## config.mk

```make
export PLATFORM = sky130hd
export DESIGN_NAME = fv_rvc_fetch_aligner_flat
export DESIGN_NICKNAME = d
export VERILOG_FILES = /design/src/rtl/fv_rvc_fetch_aligner_if.sv /design/src/rtl/fv_rvc_fetch_aligner.sv /design/src/flat_wrapper.sv
export SDC_FILE = /design/constraint.sdc
export NUM_CORES = 1
export LEC_CHECK = 0
export BUFFER_PORTS_ARGS = -buffer_cell sky130_fd_sc_hd__buf_2
export CAP_MARGIN = 20
export CORE_MARGIN = 4
export CORE_UTILIZATION = 50
export DETAILED_ROUTE_END_ITERATION = 10
export GPL_TIMING_DRIVEN = 0
export PLACE_DENSITY = 0.72
export SETUP_SLACK_MARGIN = 0.02
export SLEW_MARGIN = 30
export SYNTH_ARGS = -nofsm -noshare
export SYNTH_HDL_FRONTEND = slang
export SYNTH_SLANG_ARGS = --single-unit
```

## constraint.sdc

```tcl
create_clock -name clk -period 5.9 [get_ports clk]
set_input_delay 0.59 -clock clk [delete_from_list [all_inputs] [get_ports clk]]
set_output_delay 0.59 -clock clk [all_outputs]
set_load 0.03 [all_outputs]
```

## src/rtl/fv_rvc_fetch_aligner_if.sv

```systemverilog
// Handshake bundle between the fetch unit, the RVC fetch aligner and the instruction decoders.
// master = environment side (fetch source and decoder sink), slave = aligner side.
interface fv_rvc_fetch_aligner_if #(
  parameter int XLEN = 32
);
  logic            flush;
  logic [XLEN-1:0] flush_pc;
  logic            fetch_valid;
  logic            fetch_ready;
  logic [31:0]     fetch_data;
  logic [XLEN-1:0] fetch_pc;
  logic            instr_valid;
  logic            instr_ready;
  logic [31:0]     instr;
  logic [XLEN-1:0] instr_pc;
  logic            instr_is_rvc;

  modport master (
    output flush, flush_pc, fetch_valid, fetch_data, fetch_pc, instr_ready,
    input  fetch_ready, instr_valid, instr, instr_pc, instr_is_rvc
  );

  modport slave (
    input  flush, flush_pc, fetch_valid, fetch_data, fetch_pc, instr_ready,
    output fetch_ready, instr_valid, instr, instr_pc, instr_is_rvc
  );
endinterface

```

## src/rtl/fv_rvc_fetch_aligner.sv

```systemverilog
// Halfword realigner between the fetch unit and the RVC/RV32 decoders. Aligned fetch words are
// split into a small halfword queue and one 16- or 32-bit instruction is offered per handshake
// from the queue head, including 32-bit instructions that straddle two fetch words.
module fv_rvc_fetch_aligner #(
  parameter int XLEN     = 32,
  parameter int HQ_DEPTH = 4
) (
  input logic                   clk,
  input logic                   rst_n,
  fv_rvc_fetch_aligner_if.slave bus
);
  localparam int CW = $clog2(HQ_DEPTH + 1);
  localparam int IW = $clog2(HQ_DEPTH);
  localparam logic [XLEN-1:0] PC_INC2 = {{(XLEN-3){1'b0}}, 3'd2};
  localparam logic [XLEN-1:0] PC_INC4 = {{(XLEN-3){1'b0}}, 3'd4};

  logic [15:0]     q_r [HQ_DEPTH];
  logic [CW-1:0]   count_r;
  logic [XLEN-1:0] head_pc_r;
  logic            skip_lo_r;
  logic            pc_anchor_r;  // head PC came from a redirect; the next fetch word must not replace it

  logic [15:0]     q_n_s [HQ_DEPTH];
  logic [CW-1:0]   count_n_s;
  logic [XLEN-1:0] base_pc_s;
  logic [XLEN-1:0] head_pc_n_s;
  logic [15:0]     push_hw_s [2];
  logic            head_rvc_s;
  logic            fetch_ready_s;
  logic            instr_valid_s;
  logic            push_s;
  logic            pop_s;
  int              count_i_s;
  int              push_cnt_s;
  int              pop_cnt_s;
  logic            unused_ok_s;

  assign count_i_s     = int'(count_r);
  assign head_rvc_s    = (q_r[0][1:0] != 2'b11);
  assign fetch_ready_s = rst_n && !bus.flush && (count_i_s <= HQ_DEPTH - 32'sd2);
  assign instr_valid_s = rst_n && !bus.flush &&
                         ((count_i_s >= 32'sd1 && head_rvc_s) || (count_i_s >= 32'sd2 && !head_rvc_s));
  assign push_s        = bus.fetch_valid && fetch_ready_s;
  assign pop_s         = instr_valid_s && bus.instr_ready;
  // Address bits below halfword/word granularity carry no information here.
  assign unused_ok_s   = ^{bus.fetch_pc[1:0], bus.flush_pc[0]};

  // Halfword counts moved this cycle and the halfwords a push appends (upper half only after a mid-word redirect).
  always_comb begin
    push_hw_s[0] = bus.fetch_data[15:0];
    push_hw_s[1] = bus.fetch_data[31:16];
    push_cnt_s   = 32'sd0;
    pop_cnt_s    = 32'sd0;
    if (skip_lo_r) begin
      push_hw_s[0] = bus.fetch_data[31:16];
    end else begin
      push_hw_s[0] = bus.fetch_data[15:0];
    end
    if (push_s) begin
      push_cnt_s = skip_lo_r ? 32'sd1 : 32'sd2;
    end else begin
      push_cnt_s = 32'sd0;
    end
    if (pop_s) begin
      pop_cnt_s = head_rvc_s ? 32'sd1 : 32'sd2;
    end else begin
      pop_cnt_s = 32'sd0;
    end
  end

  // Shift out popped halfwords and append pushed ones behind the surviving entries.
  always_comb begin
    for (int i = 0; i < HQ_DEPTH; i++) begin
      q_n_s[i] = q_r[i];
      if (i + pop_cnt_s < count_i_s) begin
        q_n_s[i] = q_r[IW'(i + pop_cnt_s)];
      end else if (i + pop_cnt_s - count_i_s < push_cnt_s) begin
        q_n_s[i] = push_hw_s[(i + pop_cnt_s - count_i_s) != 32'sd0];
      end else begin
        q_n_s[i] = q_r[i];
      end
    end
  end

  // Next count and head PC; a word entering an empty queue supplies the PC unless a redirect already did.
  always_comb begin
    count_n_s = CW'(count_i_s + push_cnt_s - pop_cnt_s);
    base_pc_s = head_pc_r;
    if (push_s && (count_r == '0) && !skip_lo_r && !pc_anchor_r) begin
      base_pc_s = {bus.fetch_pc[XLEN-1:2], 2'b00};
    end else begin
      base_pc_s = head_pc_r;
    end
    if (pop_s) begin
      head_pc_n_s = base_pc_s + (head_rvc_s ? PC_INC2 : PC_INC4);
    end else begin
      head_pc_n_s = base_pc_s;
    end
  end

  // State update: reset first, then redirect, then the normal push/pop.
  always_ff @(posedge clk) begin
    if (!rst_n) begin
      count_r     <= '0;
      head_pc_r   <= '0;
      skip_lo_r   <= 1'b0;
      pc_anchor_r <= 1'b0;
      for (int i = 0; i < HQ_DEPTH; i++) begin
        q_r[i] <= 16'h0000;
      end
    end else if (bus.flush) begin
      count_r     <= '0;
      head_pc_r   <= {bus.flush_pc[XLEN-1:1], 1'b0};
      skip_lo_r   <= bus.flush_pc[1];
      pc_anchor_r <= 1'b1;
    end else begin
      count_r   <= count_n_s;
      head_pc_r <= head_pc_n_s;
      for (int i = 0; i < HQ_DEPTH; i++) begin
        q_r[i] <= q_n_s[i];
      end
      if (push_s) begin
        skip_lo_r   <= 1'b0;
        pc_anchor_r <= 1'b0;
      end else begin
        skip_lo_r   <= skip_lo_r;
        pc_anchor_r <= pc_anchor_r;
      end
    end
  end

  assign bus.fetch_ready  = fetch_ready_s;
  assign bus.instr_valid  = instr_valid_s;
  assign bus.instr        = !rst_n ? 32'h0000_0000 :
                            (head_rvc_s ? {16'h0000, q_r[0]} : {q_r[1], q_r[0]});
  assign bus.instr_pc     = rst_n ? head_pc_r : '0;
  assign bus.instr_is_rvc = rst_n && head_rvc_s;

  fv_rvc_fetch_aligner_chk #(
    .XLEN     (XLEN),
    .HQ_DEPTH (HQ_DEPTH),
    .CW       (CW)
  ) u_chk (
    .clk         (clk),
    .rst_n       (rst_n),
    .flush       (bus.flush),
    .flush_word  (bus.flush_pc[XLEN-1:2]),
    .push        (push_s),
    .fetch_word  (bus.fetch_pc[XLEN-1:2]),
    .count       (count_r),
    .instr_valid (instr_valid_s),
    .head_rvc    (head_rvc_s)
  );
endmodule

// Invariant checker: queue occupancy bounds and the sequential-fetch contract with upstream.
module fv_rvc_fetch_aligner_chk #(
  parameter int XLEN     = 32,
  parameter int HQ_DEPTH = 4,
  parameter int CW       = 3
) (
  input logic            clk,
  input logic            rst_n,
  input logic            flush,
  input logic [XLEN-3:0] flush_word,
  input logic            push,
  input logic [XLEN-3:0] fetch_word,
  input logic [CW-1:0]   count,
  input logic            instr_valid,
  input logic            head_rvc
);
  logic [XLEN-3:0] exp_word_r;
  logic            exp_valid_r;

  // Track the word address upstream is expected to deliver next.
  always_ff @(posedge clk) begin
    if (!rst_n) begin
      exp_valid_r <= 1'b0;
      exp_word_r  <= '0;
    end else if (flush) begin
      exp_valid_r <= 1'b1;
      exp_word_r  <= flush_word;
    end else if (push) begin
      exp_valid_r <= 1'b1;
      exp_word_r  <= fetch_word + {{(XLEN-3){1'b0}}, 1'b1};
    end else begin
      exp_valid_r <= exp_valid_r;
      exp_word_r  <= exp_word_r;
    end
  end

  // Occupancy, overflow, head sufficiency and fetch ordering.
  always_ff @(posedge clk) begin
    if (rst_n) begin
      a_count_bound: assert (int'(count) <= HQ_DEPTH);
      a_no_overflow: assert (!push || (int'(count) <= HQ_DEPTH - 32'sd2));
      a_head_full:   assert (!instr_valid || (int'(count) >= (head_rvc ? 32'sd1 : 32'sd2)));
      if (push && exp_valid_r) begin
        a_fetch_order: assert (fetch_word == exp_word_r);
      end
    end
  end
endmodule

```

## src/flat_wrapper.sv

```systemverilog
// flat-port wrapper written by rule: the top's interface ports become plain ports
module fv_rvc_fetch_aligner_flat 
#(
  parameter int XLEN     = 32,
  parameter int HQ_DEPTH = 4
)
  (clk, rst_n, bus_flush, bus_flush_pc, bus_fetch_valid, bus_fetch_data, bus_fetch_pc, bus_instr_ready, bus_fetch_ready, bus_instr_valid, bus_instr, bus_instr_pc, bus_instr_is_rvc);
  fv_rvc_fetch_aligner_if #(.XLEN(XLEN)) bus_i ();
  input logic clk;
  input logic rst_n;
  input wire logic [$bits(bus_i.flush)-1:0] bus_flush;
  input wire logic [$bits(bus_i.flush_pc)-1:0] bus_flush_pc;
  input wire logic [$bits(bus_i.fetch_valid)-1:0] bus_fetch_valid;
  input wire logic [$bits(bus_i.fetch_data)-1:0] bus_fetch_data;
  input wire logic [$bits(bus_i.fetch_pc)-1:0] bus_fetch_pc;
  input wire logic [$bits(bus_i.instr_ready)-1:0] bus_instr_ready;
  output wire logic [$bits(bus_i.fetch_ready)-1:0] bus_fetch_ready;
  output wire logic [$bits(bus_i.instr_valid)-1:0] bus_instr_valid;
  output wire logic [$bits(bus_i.instr)-1:0] bus_instr;
  output wire logic [$bits(bus_i.instr_pc)-1:0] bus_instr_pc;
  output wire logic [$bits(bus_i.instr_is_rvc)-1:0] bus_instr_is_rvc;
  assign bus_i.flush = bus_flush;
  assign bus_i.flush_pc = bus_flush_pc;
  assign bus_i.fetch_valid = bus_fetch_valid;
  assign bus_i.fetch_data = bus_fetch_data;
  assign bus_i.fetch_pc = bus_fetch_pc;
  assign bus_i.instr_ready = bus_instr_ready;
  assign bus_fetch_ready = bus_i.fetch_ready;
  assign bus_instr_valid = bus_i.instr_valid;
  assign bus_instr = bus_i.instr;
  assign bus_instr_pc = bus_i.instr_pc;
  assign bus_instr_is_rvc = bus_i.instr_is_rvc;
  fv_rvc_fetch_aligner #(.XLEN(XLEN), .HQ_DEPTH(HQ_DEPTH)) u_core (.clk(clk), .rst_n(rst_n), .bus(bus_i));
endmodule
```

==> results of run 1 <==
-- metal layers --
metal	track usage, %	vias up	wire length [um]
met5	0	-	0
met4	11.0	0	972
met3	4.38	79	3400
met2	51.2	569	14500
met1	41.8	4206	12700
li1	-	4316	-
-- kinds of logic after synthesis --
| kind of cell | count (synthesis) | synth area share [%] |
|---|---|---|
| multiplexers | 111 | 12.5 |
| AO/OA/AOI/OAI | 266 | 20.0 |
| AND/OR/NAND/NOR | 441 | 24.4 |
| buffers and inverters | 123 | 5.89 |
| XOR/XNOR | 21 | 2.06 |
| flip-flops | 101 | 29.8 |
| other | 2 | 0.0840 |
| adder cells (fa/ha/maj) | 33 | 5.29 |
-- cell type report --
type / instances / area (um^2) / area share (%)
clock inverters: 6 / 67.6 / 0.648
well taps: 225 / 282 / 2.70
repair buffers: 167 / 855 / 8.20
multi-input cells: 875 / 5780 / 55.4
flip-flops and latches: 101 / 2660 / 25.6
inverters: 41 / 154 / 1.48
plain buffers: 82 / 373 / 3.58
clock buffers: 10 / 250 / 2.40
-- synth_stat cells, types with 4 or more instances --
library cell  count
a211o_1          17
a211oi_1         14
a21o_1            5
a21oi_1          72
a221oi_1          4
a22o_1            4
a311o_1           5
a311oi_1          7
and2_1           76
and3_1           14
buf_1             8
buf_2            22
buf_4             8
clkbuf_1         43
dfxtp_1          37
edfxtp_1         64
fa_1              8
ha_1             25
inv_1            40
mux2i_1         108
nand2_1         158
nand2b_1          5
nand3_1          27
nand4_1          21
nor2_1           87
nor3_1           15
o211ai_1         42
o21ai_0          46
o22ai_1          16
or3_1             8
xnor2_1          13
xor2_1            8
-- power groups by stage --
stage | sequential (mW) | clock [mW] | combinational (mW)
floorplan | 0.906 | 0 | 0.512
finish | 0.933 | 0.668 | 0.761
global route | 0.942 | 0.690 | 0.829
detailed placement | 0.943 | 0 | 0.742
CTS | 0.927 | 0.665 | 0.745
global placement | 0.943 | 0 | 0.724
-- final timing paths --
kind | from | end | slack (ns)
min reg2reg | u_core.head_pc_r[0]$_SDFF_PN0_ | u_core.head_pc_r[0]$_SDFF_PN0_ | 0.48
min | bus_flush_pc[5] | u_core.head_pc_r[5]$_SDFF_PN0_ | 0.41
max | u_core.q_r[0][0]$_SDFFCE_PN0P_ | u_core.q_r[3][9]$_SDFFCE_PN0P_ | 0.46
max reg2reg | u_core.q_r[0][0]$_SDFFCE_PN0P_ | u_core.q_r[3][9]$_SDFFCE_PN0P_ | 0.46
-- flip-flops by register name (all words and copies together) (netlist names) --
register            count
u_core.q_r             64
u_core.skip_lo_r        1
u_core.pc_anchor_r      1
u_core.count_r          3
u_core.head_pc_r       32
-- through the flow --
step	TNS (ns)	cell area [um^2]	hold slack [ns]	total power, mW	worst slack [ns]
floorplan	0	8950	0.445	1.42	0.661
global placement	-18.03	10000	0.460	1.67	-0.967
detailed placement	0	10100	0.459	1.69	0.219
CTS	0	10400	0.407	2.34	0.404
global route	0	10400	0.424	2.46	0.193
finish	0	10400	0.406	2.36	0.458
-- worst max-delay path, cell delays in order (launching register included) --
cell,delay [ns]
edfxtp_1,0.36
buf_2,0.19
and2_1,0.20
buf_2,0.21
nor3_1,0.25
buf_2,0.34
inv_1,0.29
ha_1,0.39
inv_1,0.21
ha_1,0.27
and2_1,0.17
a211o_1,0.40
ha_1,0.43
xor2_2,0.48
buf_2,0.36
nor3_1,0.11
o21ai_2,0.22
buf_6,0.21
==> impl_metrics.csv, run 1 <==
group,metric,value,unit
finish,syn2layout_area_growth,16.5,%
hold_path,hold_path_depth,3,
clocking,clock_latency,0.37,ns
drt,drt_iter0_markers,893,
logic_synthesis,yosysWarnings,0,
sta,layout_min_cycle_time,5.44,ns
pwr,internal_power,1.48,mW
sta,rsz0062_at_grt,"no",
finish,fin_nets,1411,
global_routing,grt_pass1_vias,8792,
place,port_buffers,164,
finish,final_util,59.8,%
clocking,post-cts-setup-buffer-count,0,
finish,layout_common_cells,"buf_2, nand2_1, mux2i_1",
pwr,ir_drop,0.155,mV
sta,fmax,184,MHz
setup_path,worstSetupPathType,"flop to flop",
pwr,power_leakage,4.25,nW
setup_path,setup.worst_path.start_class,"flop",
drt,first_pass_iters,6,
sta,finalHoldViolations,0,
finish,drive_above_1_share,18.6,%
logic_synthesis,synth_top_cell_by_area,"edfxtp_1",
clocking,cts_resized,0,
run_status,outcome,"finished, final reports clean",
hold_path,holdCritPathClass,"primary input to flop",
setup_path,critPathArrivalTime,5.51,ns
setup_path,endpoint_kind,"flop",
logic_synthesis,postSynthAreaPerCell,8.14,um^2
sta,slew_viol_final,0,
clocking,tritoncts,"yes",
place,place_hpwl,25.5,mm
floorplanning,rows,48,
pwr,p_clk_share,28.3,%
clocking,root_buffer,"clkbuf_16",
place,gp_congestion,0.986,
logic_synthesis,synthFlopType,"edfxtp_1",
finish,final.fill_count,1613,
floorplanning,core,0.0174,mm^2
clocking,max-clock-path-buffers,2,
drt,drc,0,
setup_path,cp.required,5.97,ns
logic_synthesis,synth.top_cells.by_area,"edfxtp_1, mux2i_1, dfxtp_1, nand2_1, and2_1",
finish,antenna_cells,0,
global_routing,antenna_found_initial,0,
pwr,p_seq_share,39.5,%
clocking,htreeDepth,3,
logic_synthesis,yosysTopAreaCellShare,21.5,%
finish,final_common_cell,"buf_2",
clocking,cts.hold.buffers_added,0,
place,placed_cells,1491,
sta,setup_violations,0,
pwr,p_sw_share,37.5,%
drt,vias,9170,
sta,fin_skew,0.0161,ns
sta,max_slew_margin,42.5,%
logic_synthesis,ys_async_sr_fraction,0,%
clocking,cts_made_buffers,9,
drt,routed_wirelength,31.6,mm
global_routing,grt_max_degree,18,
finish,instances_no_fill,1507,
floorplanning,pin_count,168,
floorplanning,initial_utilization,51.3,%
logic_synthesis,synth_cell_types,72,
drt,routedWlPerCell,21.0,um
sta,period_share,92.2,%
logic_synthesis,synth_edf_count,64,
floorplanning,die_w,142,um
floorplanning,die_h,142,um
logic_synthesis,ys_seq_area_share,29.8,%
logic_synthesis,synthCells,1098,
drt,ant_nets,0,
global_routing,grt_pass1_wl,48.7,mm
logic_synthesis,synth-seq-cells,101,
global_routing,grtUsageTotal,31.1,%
sta,worstMarginPinSlew,0.856,ns
clocking,cts_num_sinks,101,
drt,via_per_inst,6.08,
global_routing,grt.overflow.total,0,
pwr,p_sw,0.885,mW
floorplanning,dieArea,0.0201,mm^2
setup_path,crit_fanout,14,
job,max_cap_violations,0,
pwr,power_density,227,mW/mm^2
setup_path,rr_worst_depth,17,
pwr,pwr-share-comb,32.2,%
clocking,path_clk_slew,0.09,ns
logic_synthesis,syn_area,0.00894,mm^2
No activity file was read; power rests on OpenSTA's default activity.
==> run 2, diff against run 1 <==
==> constraint.sdc (replaced) <==
create_clock -name clk -period 6.26 [get_ports clk]
set_input_delay 0.626 -clock clk [delete_from_list [all_inputs] [get_ports clk]]
set_output_delay 0.626 -clock clk [all_outputs]
set_load 0.03 [all_outputs]
==> run 2 against run 1 <==
Effect of this change: core utilization barely moved; largest cell class unchanged; non-clock buffer count did not move; critical endpoint unchanged; hold slack improved by 0.037 ns; final area barely moved; flip-flop and latch count did not move.
==> impl_metrics.csv, run 2 (synthesized netlist as in run 1, its figures left out) <==
group,metric,value,unit
run_status,outcome,"finished, final reports clean",
finish,syn2layout_area_growth,16.4,%
setup_path,worstReg2RegStart,"u_core.q_r[0][0]$_SDFFCE_PN0P_",
setup_path,cp_cell_sequence,"buf_2 -> and2_1 -> buf_2 -> nor3_1 -> buf_2 -> inv_1 -> ha_1 -> inv_1 -> ha_1 -> and2_1 -> a211o_1 -> ha_1 -> xor2_1 -> buf_2 -> nor3_1 -> o21ai_2 -> buf_6",
place,port_buffers,164,
floorplanning,die_h,142,um
pwr,pwr-share-comb,32.1,%
drt,drt_iter0_markers,939,
finish,antenna_cells,0,
place,placed_cells,1491,
finish,largest_reg_flops,64,
hold_path,min_from,"bus_flush_pc[5]",
sta,finalWorstSetupSlack,0.665,ns
setup_path,crit_fanout,14,
sta,max_slew_margin,44.4,%
pwr,p_seq_share,39.6,%
pwr,p_sw,0.829,mW
setup_path,rrSetupSlack,0.66,ns
clocking,clock_latency,0.37,ns
clocking,cts_resized,0,
floorplanning,initial_utilization,51.3,%
sta,worstMarginPinSlew,0.834,ns
finish,reg_top3,"u_core.q_r x64, u_core.head_pc_r x32, u_core.count_r x3",
clocking,htreeDepth,3,
drt,vias,9102,
clocking,max-clock-path-buffers,2,
setup_path,cp_slowest_cell,"xor2_1",
floorplanning,rows,48,
sta,tns,0,ns
setup_path,critPathArrivalTime,5.66,ns
floorplanning,core,0.0174,mm^2
setup_path,path_common_cell,"buf_2",
setup_path,worstSetupPathType,"flop to flop",
setup_path,setup.worst_path.start_class,"flop",
hold_path,hold_path_depth,3,
clocking,post-cts-setup-buffer-count,0,
finish,layout_common_cells,"buf_2, nand2_1, mux2i_1",
clocking,cts.hold.buffers_added,0,
pwr,finalPower,2.22,mW
clocking,root_buffer,"clkbuf_16",
hold_path,worstHoldEndpoint,"u_core.head_pc_r[5]$_SDFF_PN0_",
setup_path,timing.rr.end,"u_core.q_r[3][9]$_SDFFCE_PN0P_",
sta,rsz0062_at_grt,"no",
finish,instances_no_fill,1507,
finish,drive_above_1_share,18.6,%
sta,layout_min_cycle_time,5.60,ns
clocking,cts_num_sinks,101,
global_routing,grt_max_degree,18,
finish,max_flop_register,"u_core.q_r",
pwr,p_sw_share,37.4,%
place,place_hpwl,25.5,mm
finish,final_util,59.8,%
sta,slew_viol_final,0,
setup_path,rr_worst_depth,17,
setup_path,endpoint_kind,"flop",
place,dp_slack,0.543,ns
sta,finalHoldViolations,0,
pwr,p_clk_share,28.3,%
global_routing,grtUsageTotal,31.1,%
floorplanning,die_w,142,um
finish,final_common_cell,"buf_2",
clocking,path_clk_slew,0.08,ns
clocking,cts_made_buffers,9,
hold_path,holdCritPathClass,"primary input to flop",
setup_path,max_stage_delay,0.65,ns
drt,via_per_inst,6.04,
drt,drc,0,
place,gp_congestion,0.986,
pwr,power_leakage,4.25,nW
global_routing,grt_pass1_vias,8792,
drt,routedWlPerCell,20.9,um
drt,routed_wirelength,31.5,mm
sta,setup_violations,0,
floorplanning,dieArea,0.0201,mm^2
drt,ant_nets,0,
setup_path,cp.required,6.33,ns
global_routing,antenna_found_initial,0,
drt,first_pass_iters,5,
sta,period_share,89.4,%
pwr,ir_drop,0.148,mV
clocking,tritoncts,"yes",
floorplanning,pin_count,168,
pwr,internal_power,1.39,mW
pwr,power_density,213,mW/mm^2
global_routing,grt_pass1_wl,48.7,mm
global_routing,grt.overflow.total,0,
job,max_cap_violations,0,
sta,fmax,179,MHz
finish,fin_nets,1411,
sta,fin_skew,0.0131,ns
[run 2: cell types whose count changed in the layout (fill, tap and decap cells not counted)]
cell,delta
xor2_1,+1
xor2_2,-1
[run 2: worst max-delay path, delay by kind of cell, from the launching register on]
kind	cells	cell delay [ns]
adder cells (fa/ha/maj)	3	1.07
XOR/XNOR	1	0.65
AO/OA/AOI/OAI	2	0.61
flip-flops	1	0.36
AND/OR/NAND/NOR	4	0.73
buffers and inverters	7	1.83
[run 2: stage by stage]
step                      hold WS, ns  cell area, um^2
after floorplan                 0.445             8950
after global placement          0.460            10000
after detailed placement        0.459            10100
after CTS                       0.443            10400
after global routing            0.460            10400
final                           0.444            10400
[run 2: layout make-up]
class                   count  area (um^2)
clock buffers              10          250
multi-input cells         875         5770
clock inverters             6         67.6
fillers                  1613         7010
flip-flops and latches    101         2660
inverters                  41          154
repair buffers            167          855
well taps                 225          282
plain buffers              82          373
[run 2: how the worst max path moves through the flow]
stage	startpoint	to	depth (start not counted)	slack, ns
final	u_core.q_r[0][0]$_SDFFCE_PN0P_	u_core.q_r[3][9]$_SDFFCE_PN0P_	17	0.66
after global routing	u_core.q_r[0][0]$_SDFFCE_PN0P_	u_core.q_r[3][8]$_SDFFCE_PN0P_	17	0.32
after CTS	u_core.q_r[0][0]$_SDFFCE_PN0P_	u_core.q_r[3][13]$_SDFFCE_PN0P_	17	0.76
after detailed placement	bus_flush	u_core.q_r[3][10]$_SDFFCE_PN0P_	16	0.54
after global placement	bus_flush	u_core.q_r[3][13]$_SDFFCE_PN0P_	15	-0.64
after floorplan	bus_flush	u_core.q_r[3][0]$_SDFFCE_PN0P_	14	0.99
[run 2: power by group through the flow]
stage / clock, mW / combinational [mW] / sequential, mW
5_1_grt: 0.650 / 0.779 / 0.887
2_1_floorplan: 0 / 0.483 / 0.854
3_3_place_gp: 0 / 0.683 / 0.889
3_5_place_dp: 0 / 0.699 / 0.889
4_1_cts: 0.627 / 0.702 / 0.874
6_report: 0.628 / 0.714 / 0.879
[run 2: layer usage]
layer | vias to the layer above | track usage (%) | routed length (um)
met5 | - | 0 | 0
met4 | 0 | 11.0 | 959
met3 | 80 | 4.38 | 3310
met2 | 521 | 51.2 | 14500
met1 | 4181 | 41.8 | 12700
li1 | 4320 | - | -
==> run 3, diff against run 2 <==
--- a/config.mk
+++ b/config.mk
@@ -16,4 +16,5 @@
 export SLEW_MARGIN = 30
 export SYNTH_ARGS = -nofsm -noshare
 export SYNTH_HDL_FRONTEND = slang
+export SYNTH_HIERARCHICAL = 1
 export SYNTH_SLANG_ARGS = --single-unit
==> run 3 against run 2 <==
Effect of this change: clock power down 11%; clock skew is 0.0054 ns lower; sequential share of layout area grew 0.25 points; count of clock-buffer cells in the layout rose by 1; first-iteration DRC count increased by 43%; wire length up 6.0%; final cell count increased by 0.86%.
==> impl_metrics.csv, run 3 <==
group,metric,value,unit
run_status,outcome,"finished, final reports clean",
setup_path,worstSetupPathType,"primary input to flop",
drt,via_per_inst,6.37,
global_routing,grt_pass1_wl,50.5,mm
finish,instances_no_fill,1520,
setup_path,cp.required,6.33,ns
logic_synthesis,synth.top_cells.by_area,"edfxtp_1, nand3_1, dfxtp_1, mux2i_1, nand2_1",
clocking,clock_latency,0.35,ns
logic_synthesis,synthTopCellsByCount,"nand3_1, nand2_1, clkbuf_1",
floorplanning,dieArea,0.0199,mm^2
floorplanning,die_h,141,um
logic_synthesis,synth_top_cell_by_area,"edfxtp_1",
place,gp_congestion,0.988,
sta,worstMarginPinSlew,0.879,ns
sta,period_share,95.4,%
finish,final_util,59.6,%
finish,drive_above_1_share,18.1,%
sta,tns,0,ns
sta,layout_min_cycle_time,5.97,ns
drt,first_pass_iters,6,
finish,reg_top3,"u_core/q_r x64, u_core/head_pc_r x32, u_core/count_r x3",
floorplanning,core,0.0173,mm^2
drt,routedWlPerCell,22.0,um
job,max_cap_violations,0,
logic_synthesis,synth_edf_count,64,
sta,finalHoldViolations,0,
logic_synthesis,yosysTopAreaCellShare,21.7,%
finish,layout_common_cells,"buf_2, nand3_1, nand2_1",
sta,slew_viol_final,0,
clocking,root_buffer,"clkbuf_16",
floorplanning,rows,48,
finish,final_common_cell,"buf_2",
finish,syn2layout_area_growth,16.5,%
logic_synthesis,synth-seq-cells,101,
logic_synthesis,yosysWarnings,6,
finish,fin_nets,1422,
global_routing,antenna_found_initial,1,
logic_synthesis,yosysMostFrequentCell,"nand3_1",
logic_synthesis,syn_nets,1244,
clocking,cts_resized,0,
sta,fin_skew,0.00774,ns
global_routing,grt_pass1_vias,8910,
hold_path,holdCritPathClass,"flop to flop",
sta,max_slew_margin,41.2,%
logic_synthesis,synth_cell_types,73,
logic_synthesis,syn_area,0.00885,mm^2
place,dp_slack,-0.00585,ns
clocking,max-clock-path-buffers,2,
place,placed_cells,1504,
pwr,power_leakage,4.04,nW
sta,setup_violations,0,
drt,routed_wirelength,33.4,mm
finish,max_flop_register,"u_core/q_r",
drt,vias,9681,
setup_path,crit_fanout,12,
place,port_buffers,164,
logic_synthesis,synthCells,1112,
drt,ant_nets,0,
global_routing,grt.overflow.total,0,
floorplanning,initial_utilization,51.2,%
logic_synthesis,synthFlopType,"edfxtp_1",
global_routing,grtUsageTotal,32.3,%
setup_path,critPathArrivalTime,6.04,ns
pwr,finalPower,2.10,mW
clocking,cts_num_sinks,101,
setup_path,endpoint_kind,"flop",
floorplanning,pin_count,168,
logic_synthesis,ys_async_sr_fraction,0,%
logic_synthesis,postSynthAreaPerCell,7.96,um^2
logic_synthesis,ys_seq_area_share,30.1,%
drt,drc,0,
clocking,htreeDepth,3,
clocking,path_clk_slew,0.07,ns
sta,fmax,167,MHz
floorplanning,die_w,141,um
place,place_hpwl,26.7,mm
finish,antenna_cells,0,
pwr,ir_drop,0.135,mV
pwr,power_density,204,mW/mm^2
global_routing,grt_max_degree,17,
clocking,post-cts-setup-buffer-count,0,
setup_path,setup.worst_path.start_class,"primary input",
drt,drt_iter0_markers,1344,
clocking,cts.hold.buffers_added,0,
finish,final.fill_count,1636,
clocking,tritoncts,"yes",
sta,rsz0062_at_grt,"no",
clocking,cts_made_buffers,9,
sta,finalWorstSetupSlack,0.289,ns
finish,largest_reg_flops,64,
[run 3: cell count changes in the layout (fill, tap and decap cells not counted), sizes merged, moves of 21 or more]
cell / delta
o211ai: +21
mux2i: -55
a21oi: -26
nor2: -38
clkbuf: +35
nand3: +130
[run 3: final timing paths]
| kind | slack, ns | end | depth (start not counted) | startpoint |
|---|---|---|---|---|
| worst max-delay path | 0.29 | u_core/q_r[1][5]$_SDFFCE_PP0P_ | 15 | rst_n |
| worst min-delay path | 0.48 | u_core/head_pc_r[0]$_SDFF_PP0_ | 1 | u_core/head_pc_r[0]$_SDFF_PP0_ |
| worst max register to register | 0.54 | u_core/q_r[1][5]$_SDFFCE_PP0P_ | 13 | u_core/count_r[2]$_SDFF_PP0_ |
| worst min register to register | 0.48 | u_core/head_pc_r[0]$_SDFF_PP0_ | 1 | u_core/head_pc_r[0]$_SDFF_PP0_ |
[run 3: stage by stage]
stage	hold WS, ns	instance area, um^2
finish	0.480	10300
floorplan	0.444	8850
global route	0.491	10300
detailed placement	0.463	10000
global placement	0.461	9950
CTS	0.481	10300
[run 3: area by class of cell]
cell class,count,area (um^2),area share (%)
Sequential cell,101,2660,25.8
Timing Repair Buffer,167,855,8.29
Multi-Input combinational cell,892,5760,55.9
Buffer,96,378,3.66
Clock inverter,5,32.5,0.315
Inverter,23,86.3,0.837
Tap cell,225,282,2.73
Clock buffer,11,253,2.45
[run 3: power breakdown]
group	leakage, nW	internal, mW	switching (mW)
combinational	2.91	0.220	0.463
sequential	0.977	0.789	0.0737
clock	0.146	0.292	0.264
total	4.04	1.30	0.801
[run 3: cell families (layout without fill, tap and decap cells)]
kind of cell	after synthesis	in the layout	synth area share (%)
compound gates	258	258	19.7
flops	101	101	30.1
simple gates	509	509	29.4
fa+ha+maj	31	31	4.98
xor+xnor	21	21	2.08
buf+inv	119	302	5.24
mux	73	73	8.54
[run 3: layer usage]
layer  vias up  part of all wire (%)  track usage, %
met5         -                 0.027               0
met4         2                   2.8            10.3
met3        83                    13            7.02
met2       671                    44            50.9
met1      4470                    40            44.4
li1       4455                     -               -
[run 3: worst max-delay path, cell delays in order]
cell      delay (ns)
buf_2           0.13
clkbuf_1        0.25
nand2b_1        0.24
clkbuf_1        0.46
a2111o_1        0.15
clkbuf_1        0.26
clkbuf_1        0.57
inv_1           0.19
ha_1            0.45
fa_1            0.43
fa_1            0.51
nor4_4          0.59
clkbuf_1        0.61
mux2i_1         0.40
o22ai_1         0.16
